### config.mk
export PLATFORM = sky130hd
export DESIGN_NAME = dbg_tlm_axil_bridge
export DESIGN_NICKNAME = d
export VERILOG_FILES = /design/src/rtl/dbg_tlm_pkg.sv /design/src/rtl/dbg_tlm_axil_bridge_snapshot.sv /design/src/rtl/dbg_tlm_axil_bridge.sv
export SDC_FILE = /design/constraint.sdc
export NUM_CORES = 1
export LEC_CHECK = 0
export BUFFER_PORTS_ARGS = -buffer_cell sky130_fd_sc_hd__buf_2
export CAP_MARGIN = 40
export CORE_ASPECT_RATIO = 0.5
export CORE_UTILIZATION = 52
export DETAILED_ROUTE_END_ITERATION = 8
export HOLD_SLACK_MARGIN = 0.12
export PLACE_DENSITY = 0.81
export RECOVER_POWER = 50
export SYNTH_ARGS = -nofsm -noshare
export SYNTH_HDL_FRONTEND = slang
export SYNTH_HIERARCHICAL = 1
export SYNTH_SLANG_ARGS = --single-unit
### constraint.sdc
create_clock -name clk_i -period 6.9 [get_ports clk_i]
set_input_delay 0.345 -clock clk_i [delete_from_list [all_inputs] [get_ports clk_i]]
set_output_delay 0.345 -clock clk_i [all_outputs]
set_load 0.01 [all_outputs]
### src/rtl/dbg_tlm_pkg.sv
// rtl/dbg_tlm_pkg.sv - register map, response codes and FSM states for the telemetry debug bridge
package dbg_tlm_pkg;

   localparam logic [7:0] REG_ID          = 8'h00;
   localparam logic [7:0] REG_CTRL        = 8'h04;
   localparam logic [7:0] REG_STATUS      = 8'h08;
   localparam logic [7:0] REG_MCYCLE_LO   = 8'h10;
   localparam logic [7:0] REG_MCYCLE_HI   = 8'h14;
   localparam logic [7:0] REG_MINSTRET_LO = 8'h18;
   localparam logic [7:0] REG_MINSTRET_HI = 8'h1C;
   localparam logic [7:0] REG_STALL_LO    = 8'h20;
   localparam logic [7:0] REG_STALL_HI    = 8'h24;
   localparam logic [7:0] REG_TRACE_IDX   = 8'h30;
   localparam logic [7:0] REG_TRACE_PC    = 8'h34;
   localparam logic [7:0] REG_TRACE_INSTR = 8'h38;

   localparam logic [1:0]  RESP_OKAY        = 2'b00;
   localparam logic [1:0]  RESP_SLVERR      = 2'b10;
   localparam logic [31:0] ID_VALUE_DEFAULT = 32'h5444_0001;

   typedef enum logic [1:0] {
      ST_IDLE,
      ST_RD_WAIT,
      ST_RD_RESP,
      ST_WR_RESP
   } state_e;

   function automatic logic reg_is_mapped(input logic [7:0] word_addr);
      case (word_addr)
         REG_ID, REG_CTRL, REG_STATUS, REG_MCYCLE_LO, REG_MCYCLE_HI,
         REG_MINSTRET_LO, REG_MINSTRET_HI, REG_STALL_LO, REG_STALL_HI,
         REG_TRACE_IDX, REG_TRACE_PC, REG_TRACE_INSTR: return 1'b1;
         default: return 1'b0;
      endcase
   endfunction

endpackage

### src/rtl/dbg_tlm_axil_bridge_snapshot.sv
// rtl/dbg_tlm_axil_bridge_snapshot.sv - three 64-bit counter capture registers loaded together
module dbg_tlm_snapshot (
   input  logic        clk_i,
   input  logic        rst_i,
   input  logic        capture_i,
   input  logic [63:0] mcycle_i,
   input  logic [63:0] minstret_i,
   input  logic [63:0] stall_i,
   output logic [63:0] mcycle_o,
   output logic [63:0] minstret_o,
   output logic [63:0] stall_o
);

   logic [63:0] mcycle_q, mcycle_d;
   logic [63:0] minstret_q, minstret_d;
   logic [63:0] stall_q, stall_d;

   always_comb begin
      mcycle_d   = mcycle_q;
      minstret_d = minstret_q;
      stall_d    = stall_q;
      if (capture_i) begin
         mcycle_d   = mcycle_i;
         minstret_d = minstret_i;
         stall_d    = stall_i;
      end
   end

   always_ff @(posedge clk_i or posedge rst_i) begin
      if (rst_i) begin
         mcycle_q   <= '0;
         minstret_q <= '0;
         stall_q    <= '0;
      end else begin
         mcycle_q   <= mcycle_d;
         minstret_q <= minstret_d;
         stall_q    <= stall_d;
      end
   end

   assign mcycle_o   = mcycle_q;
   assign minstret_o = minstret_q;
   assign stall_o    = stall_q;

endmodule

### src/rtl/dbg_tlm_axil_bridge.sv
// rtl/dbg_tlm_axil_bridge.sv - AXI4-Lite slave exposing counter snapshots, trace readout and control pulses
module dbg_tlm_axil_bridge
   import dbg_tlm_pkg::*;
#(
   parameter int          TRACE_DEPTH      = 64,
   parameter int          TRACE_PTR_BITS   = $clog2(TRACE_DEPTH),
   parameter int          TRACE_RD_LATENCY = 1,
   parameter logic [31:0] ID_VALUE         = ID_VALUE_DEFAULT
) (
   input  logic                      clk_i,
   input  logic                      rst_i,
   input  logic                      awvalid_i,
   output logic                      awready_o,
   input  logic [7:0]                awaddr_i,
   input  logic                      wvalid_i,
   output logic                      wready_o,
   input  logic [31:0]               wdata_i,
   input  logic [3:0]                wstrb_i,
   output logic                      bvalid_o,
   input  logic                      bready_i,
   output logic [1:0]                bresp_o,
   input  logic                      arvalid_i,
   output logic                      arready_o,
   input  logic [7:0]                araddr_i,
   output logic                      rvalid_o,
   input  logic                      rready_i,
   output logic [31:0]               rdata_o,
   output logic [1:0]                rresp_o,
   input  logic [63:0]               tlm_mcycle_i,
   input  logic [63:0]               tlm_minstret_i,
   input  logic [63:0]               tlm_stall_i,
   input  logic                      trace_triggered_i,
   input  logic [TRACE_PTR_BITS-1:0] trace_wr_ptr_i,
   output logic [TRACE_PTR_BITS-1:0] trace_rd_addr_o,
   input  logic [31:0]               trace_rd_pc_i,
   input  logic [31:0]               trace_rd_instr_i,
   output logic                      trace_arm_o,
   output logic                      tlm_clear_o
);

   localparam logic [TRACE_PTR_BITS-1:0] IDX_LAST = TRACE_PTR_BITS'(TRACE_DEPTH - 1);

   state_e                    state_q, state_d;
   logic                      bvalid_q, bvalid_d;
   logic [1:0]                bresp_q, bresp_d;
   logic                      rvalid_q, rvalid_d;
   logic [1:0]                rresp_q, rresp_d;
   logic [31:0]               rdata_q, rdata_d;
   logic                      arm_q, arm_d;
   logic                      clear_q, clear_d;
   logic [TRACE_PTR_BITS-1:0] trace_idx_q, trace_idx_d;
   logic [TRACE_PTR_BITS-1:0] trace_rd_addr_q, trace_rd_addr_d;
   logic [1:0]                wait_q, wait_d;
   logic                      rd_instr_q, rd_instr_d;

   logic        wr_accept, rd_accept, snap_capture;
   logic [7:0]  wr_word, rd_word;
   logic [31:0] status_w, idx_wr;
   logic [63:0] snap_mcycle, snap_minstret, snap_stall;
   logic        unused_bits;

   assign wr_word = {awaddr_i[7:2], 2'b00};
   assign rd_word = {araddr_i[7:2], 2'b00};
   assign unused_bits = ^{awaddr_i[1:0], araddr_i[1:0], wdata_i[31:16], wstrb_i[3:2],
                          snap_mcycle[31:0]};

   always_comb begin
      status_w                      = '0;
      status_w[0]                   = trace_triggered_i;
      status_w[8 +: TRACE_PTR_BITS] = trace_wr_ptr_i;
   end

   dbg_tlm_snapshot u_snapshot (
      .clk_i      (clk_i),
      .rst_i      (rst_i),
      .capture_i  (snap_capture),
      .mcycle_i   (tlm_mcycle_i),
      .minstret_i (tlm_minstret_i),
      .stall_i    (tlm_stall_i),
      .mcycle_o   (snap_mcycle),
      .minstret_o (snap_minstret),
      .stall_o    (snap_stall)
   );

   always_comb begin
      state_d      = state_q;
      bvalid_d     = bvalid_q;
      bresp_d      = bresp_q;
      rvalid_d     = rvalid_q;
      rresp_d      = rresp_q;
      rdata_d      = rdata_q;
      arm_d        = 1'b0;
      clear_d      = 1'b0;
      trace_idx_d  = trace_idx_q;
      wait_d       = wait_q;
      rd_instr_d   = rd_instr_q;
      wr_accept    = 1'b0;
      rd_accept    = 1'b0;
      snap_capture = 1'b0;
      idx_wr       = '0;

      case (state_q)
         ST_IDLE: begin
            // Readies are gated by reset so nothing is accepted while it is held.
            if (!rst_i && awvalid_i && wvalid_i) begin
               wr_accept = 1'b1;
               state_d   = ST_WR_RESP;
               bvalid_d  = 1'b1;
               bresp_d   = reg_is_mapped(wr_word) ? RESP_OKAY : RESP_SLVERR;
               if (wstrb_i[0]) begin
                  case (wr_word)
                     REG_CTRL: begin
                        arm_d   = wdata_i[0];
                        clear_d = wdata_i[1];
                     end
                     REG_TRACE_IDX: begin
                        idx_wr       = 32'(trace_idx_q);
                        idx_wr[7:0]  = wdata_i[7:0];
                        if (wstrb_i[1]) idx_wr[15:8] = wdata_i[15:8];
                        trace_idx_d  = idx_wr[TRACE_PTR_BITS-1:0];
                     end
                     default: ;
                  endcase
               end
            end else if (!rst_i && arvalid_i) begin
               rd_accept  = 1'b1;
               rresp_d    = RESP_OKAY;
               rdata_d    = '0;
               rd_instr_d = 1'b0;
               state_d    = ST_RD_RESP;
               rvalid_d   = 1'b1;
               case (rd_word)
                  REG_ID:          rdata_d = ID_VALUE;
                  REG_CTRL:        rdata_d = '0;
                  REG_STATUS:      rdata_d = status_w;
                  REG_MCYCLE_LO: begin
                     snap_capture = 1'b1;
                     rdata_d      = tlm_mcycle_i[31:0];
                  end
                  REG_MCYCLE_HI:   rdata_d = snap_mcycle[63:32];
                  REG_MINSTRET_LO: rdata_d = snap_minstret[31:0];
                  REG_MINSTRET_HI: rdata_d = snap_minstret[63:32];
                  REG_STALL_LO:    rdata_d = snap_stall[31:0];
                  REG_STALL_HI:    rdata_d = snap_stall[63:32];
                  REG_TRACE_IDX:   rdata_d = 32'(trace_idx_q);
                  REG_TRACE_PC, REG_TRACE_INSTR: begin
                     state_d    = ST_RD_WAIT;
                     rvalid_d   = 1'b0;
                     wait_d     = 2'(TRACE_RD_LATENCY - 1);
                     rd_instr_d = (rd_word == REG_TRACE_INSTR);
                  end
                  default:         rresp_d = RESP_SLVERR;
               endcase
            end
         end
         ST_RD_WAIT: begin
            if (wait_q == 2'd0) begin
               rdata_d  = rd_instr_q ? trace_rd_instr_i : trace_rd_pc_i;
               rvalid_d = 1'b1;
               state_d  = ST_RD_RESP;
            end else begin
               wait_d = wait_q - 2'd1;
            end
         end
         ST_RD_RESP: begin
            if (rready_i) begin
               rvalid_d = 1'b0;
               state_d  = ST_IDLE;
               if (rd_instr_q)
                  trace_idx_d = (trace_idx_q == IDX_LAST) ? '0 : trace_idx_q + TRACE_PTR_BITS'(1);
            end
         end
         ST_WR_RESP: begin
            if (bready_i) begin
               bvalid_d = 1'b0;
               state_d  = ST_IDLE;
            end
         end
         default: state_d = ST_IDLE;
      endcase

      // Tracking the next index keeps the RAM address settled before any trace read is accepted.
      trace_rd_addr_d = trace_idx_d;
   end

   always_ff @(posedge clk_i or posedge rst_i) begin
      if (rst_i) begin
         state_q         <= ST_IDLE;
         bvalid_q        <= 1'b0;
         bresp_q         <= RESP_OKAY;
         rvalid_q        <= 1'b0;
         rresp_q         <= RESP_OKAY;
         rdata_q         <= '0;
         arm_q           <= 1'b0;
         clear_q         <= 1'b0;
         trace_idx_q     <= '0;
         trace_rd_addr_q <= '0;
         wait_q          <= '0;
         rd_instr_q      <= 1'b0;
      end else begin
         state_q         <= state_d;
         bvalid_q        <= bvalid_d;
         bresp_q         <= bresp_d;
         rvalid_q        <= rvalid_d;
         rresp_q         <= rresp_d;
         rdata_q         <= rdata_d;
         arm_q           <= arm_d;
         clear_q         <= clear_d;
         trace_idx_q     <= trace_idx_d;
         trace_rd_addr_q <= trace_rd_addr_d;
         wait_q          <= wait_d;
         rd_instr_q      <= rd_instr_d;
      end
   end

   assign awready_o       = wr_accept;
   assign wready_o        = wr_accept;
   assign arready_o       = rd_accept;
   assign bvalid_o        = bvalid_q;
   assign bresp_o         = bresp_q;
   assign rvalid_o        = rvalid_q;
   assign rresp_o         = rresp_q;
   assign rdata_o         = rdata_q;
   assign trace_arm_o     = arm_q;
   assign tlm_clear_o     = clear_q;
   assign trace_rd_addr_o = trace_rd_addr_q;

endmodule

==> summary.md <==
| Metric | Value |
|---|---|
| Setup crit end kind | asynchronous set/reset pin |
| Setup TNS | 0 ps |
| # DRC | 0 |
| Reg clk slew, reported paths | ~70 ps |
| Worst Path Max Fanout | 91 |
| Total gr overflow | 0 |
| Crit Reg-Reg Endpoint | rdata_o[11]$_DFFE_PP0P_ |
| Crit Reg-Reg Startpoint | state_q[1]$_DFFE_PP0P_ |
| Crit path to | u_snapshot/stall_o[57]$_DFFE_PP0P_ |
| Fillers | 1256 |
| Count of final setup violators | 0 |
| DR vias | 9189 |
| Clk Latency, worst-skew pair | between 500 and 600 ps |
| # H-tree levels | 1 |
| Clk root buf | clkbuf_16 |
| Max Cap Viol | 2 |
| R2R setup slack | 3740 ps |
| Hold Buf Count CTS | 166 |
| Area of the core | 19800 µm² |
| Worst min-delay path class | input port to flip-flop |
| Vias per std cell | ~5.7 |
| Fmax | around 0.26 GHz |
| Maximum VDD drop | 0.209 mV |
| Worst EP arrival | between 4000 and 5000 ps |
| Setup Fix Bufs, Post-CTS | 0 |
| Floorplan row count | 36 |
| PortBufs | between 300 and 400 |
| GRT Total Usage | about a third |
| Sequential Area | between 5000 and 6000 µm² |
| Syn_area_per_cell | 12.7 µm² |
| Worst slew pin tran | 4340 ps |
| Longest Clk Path Bufs | 3 |
| Final WL | between 30000 and 40000 µm |
| Max_slew headroom | -191% |
| Total CTS buffers | 21 |
| Routability congestion estimate | 0.867 |
| Crit path time final | 3890 ps |
| Mapped Cells | 842 |
| Slew Limit Fails | 122 |
| CTS resizes | 0 |
| Cell Pwr Density | 236 nW/µm² |
| Multi-input logic area | a little under 5000 µm² |
| Status | finished with violations |
| Crit Path Class | input port to asynchronous set/reset pin |
| Die ar. | 21200 µm² |
| CP startpoint kind | input port |
| Die Span X | between 200 and 250 µm |
| Avg WL per Cell | 21.2 µm |
| CTS tree | done |
| Initial Util | 54.0% |
| LEAKAGE | 7.19 nW |
| Final period util | 56.4% |
| HPWL Detailed | 21100 µm |
| DRT Pass-1 Iters | 7 |
| Failing checks | max-capacitance violations, max-slew violations |
| Final hold violations | 0 |
| Post-DRT Antenna Nets | 0 |
| First-pass GRT wire length | 51400 µm |
| Area Overhead vs Synth | 38.7% |
| Cell count of the worst reg-to-reg path | 7 |
| Final design instance area without fill | approximately 15000 µm² |
| Synthesized area | 10700 µm² |
| Synth warnings | 6 |
| Vias in the first global route | 9667 |
| Die H | 103 µm |
| Pwr Total | 3.50 mW |
| RSZ-0062 raised after global routing | no |
| Setup Skew | 14.7 ps |
| Initial antenna violation count | 1 |
| Placed inst area | 12500 µm² |
| Worst Path Required | 7590 ps |
| Crit path from | rst_i |
| # clock sinks | 209 |
| Pin count of the biggest net entering global routing | 92 |
| Initial DRC count | 469 |
| I/O pins | 371 |
| Layout net count | 1649 |
| Fraction of layout cells with a size suffix above 1 | roughly 43% |
metrics by stage:
| step | setup WS (ps) | hold slack, ps | util, % | instances |
|---|---|---|---|---|
| finish | 3010 | 150 | 74.9 | 1602 |
| global route | 2440 | 137 | 74.9 | 1601 |
| CTS | 3840 | 138 | 75.2 | 1600 |
| detailed placement | 3850 | 464 | 63.1 | 1397 |
| global placement | 3580 | 465 | 62.1 | 1385 |
| floorplan | 2240 | 448 | - | 843 |
flip-flops by register name (all words and copies together), names as in the netlist, 2 cells and up:
| name | cells |
|---|---|
| state_q | 2 |
| trace_rd_addr_o | 6 |
| u_snapshot/mcycle_o | 32 |
| u_snapshot/stall_o | 64 |
| rdata_o | 32 |
| u_snapshot/minstret_o | 64 |
| wait_q | 2 |
layout make-up:
type | count | area share, %
sequential | 209 | 35.3
multi-input combinational | 554 | 33.4
timing repair buffer | 518 | 23.7
clock buffer | 30 | 4.11
tap | 266 | 2.24
clock inverter | 7 | 0.843
inverter | 16 | 0.413
antenna | 2 | 0.0337
worst min path at each step:
stage                                 start  depth (start not counted)                       to
global placement      wait_q[0]$_DFFE_PP0P_                          1    wait_q[0]$_DFFE_PP0P_
finish                          awaddr_i[7]                          3   bresp_o[1]$_DFFE_PP0P_
detailed placement  rdata_o[20]$_DFFE_PP0P_                          2  rdata_o[20]$_DFFE_PP0P_
CTS                             awaddr_i[7]                          3   bresp_o[1]$_DFFE_PP0P_
global route                    awaddr_i[6]                          3   bresp_o[1]$_DFFE_PP0P_
floorplan             wait_q[0]$_DFFE_PP0P_                          1    wait_q[0]$_DFFE_PP0P_
cells in the final DEF, fill, tap and decap left out, drive strengths merged, types with 3 or more instances in the layout:
| cell type | count |
|---|---|
| buf | 305 |
| dfrtp | 209 |
| mux2 | 178 |
| dlygate4sd3 | 166 |
| clkbuf | 76 |
| nand2 | 64 |
| mux2i | 52 |
| nand3 | 25 |
| nor2 | 25 |
| a22oi | 18 |
| a31oi | 18 |
| a211o | 16 |
| inv | 16 |
| a221oi | 15 |
| o211ai | 15 |
| o22ai | 15 |
| mux4 | 14 |
| o21ai | 14 |
| a21oi | 14 |
| o31ai | 8 |
| ha | 7 |
| nand2b | 7 |
| nor4 | 5 |
| nor2b | 4 |
| and3 | 3 |
| bufinv | 3 |
| nor3 | 3 |
| a211oi | 3 |
| clkinv | 3 |
metal layers:
| metal | track usage, % | vias up | share of wire, % |
|---|---|---|---|
| met3 | 6.17 | 122 | 5.9 |
| met2 | 58.1 | 424 | 51 |
| met1 | 37.7 | 4551 | 38 |
| met5 | 0 | - | 0 |
| met4 | 14.8 | 0 | 4.2 |
| li1 | - | 4092 | - |
critical path: stages:
cell and delay (ps):
dlygate4sd3_1 560, clkbuf_1 180, clkinvlp_2 2440, buf_4 710
buf_12 300
power breakdown:
group | internal [mW] | switching [mW] | leakage (nW) | total, mW
Clock | 0.731 | 0.508 | 0.361 | 1.24
Sequential | 1.37 | 0.112 | 2.86 | 1.48
Combinational | 0.370 | 0.408 | 3.98 | 0.778
Total | 2.47 | 1.03 | 7.19 | 3.50
No activity file was read; power rests on OpenSTA's default activity.
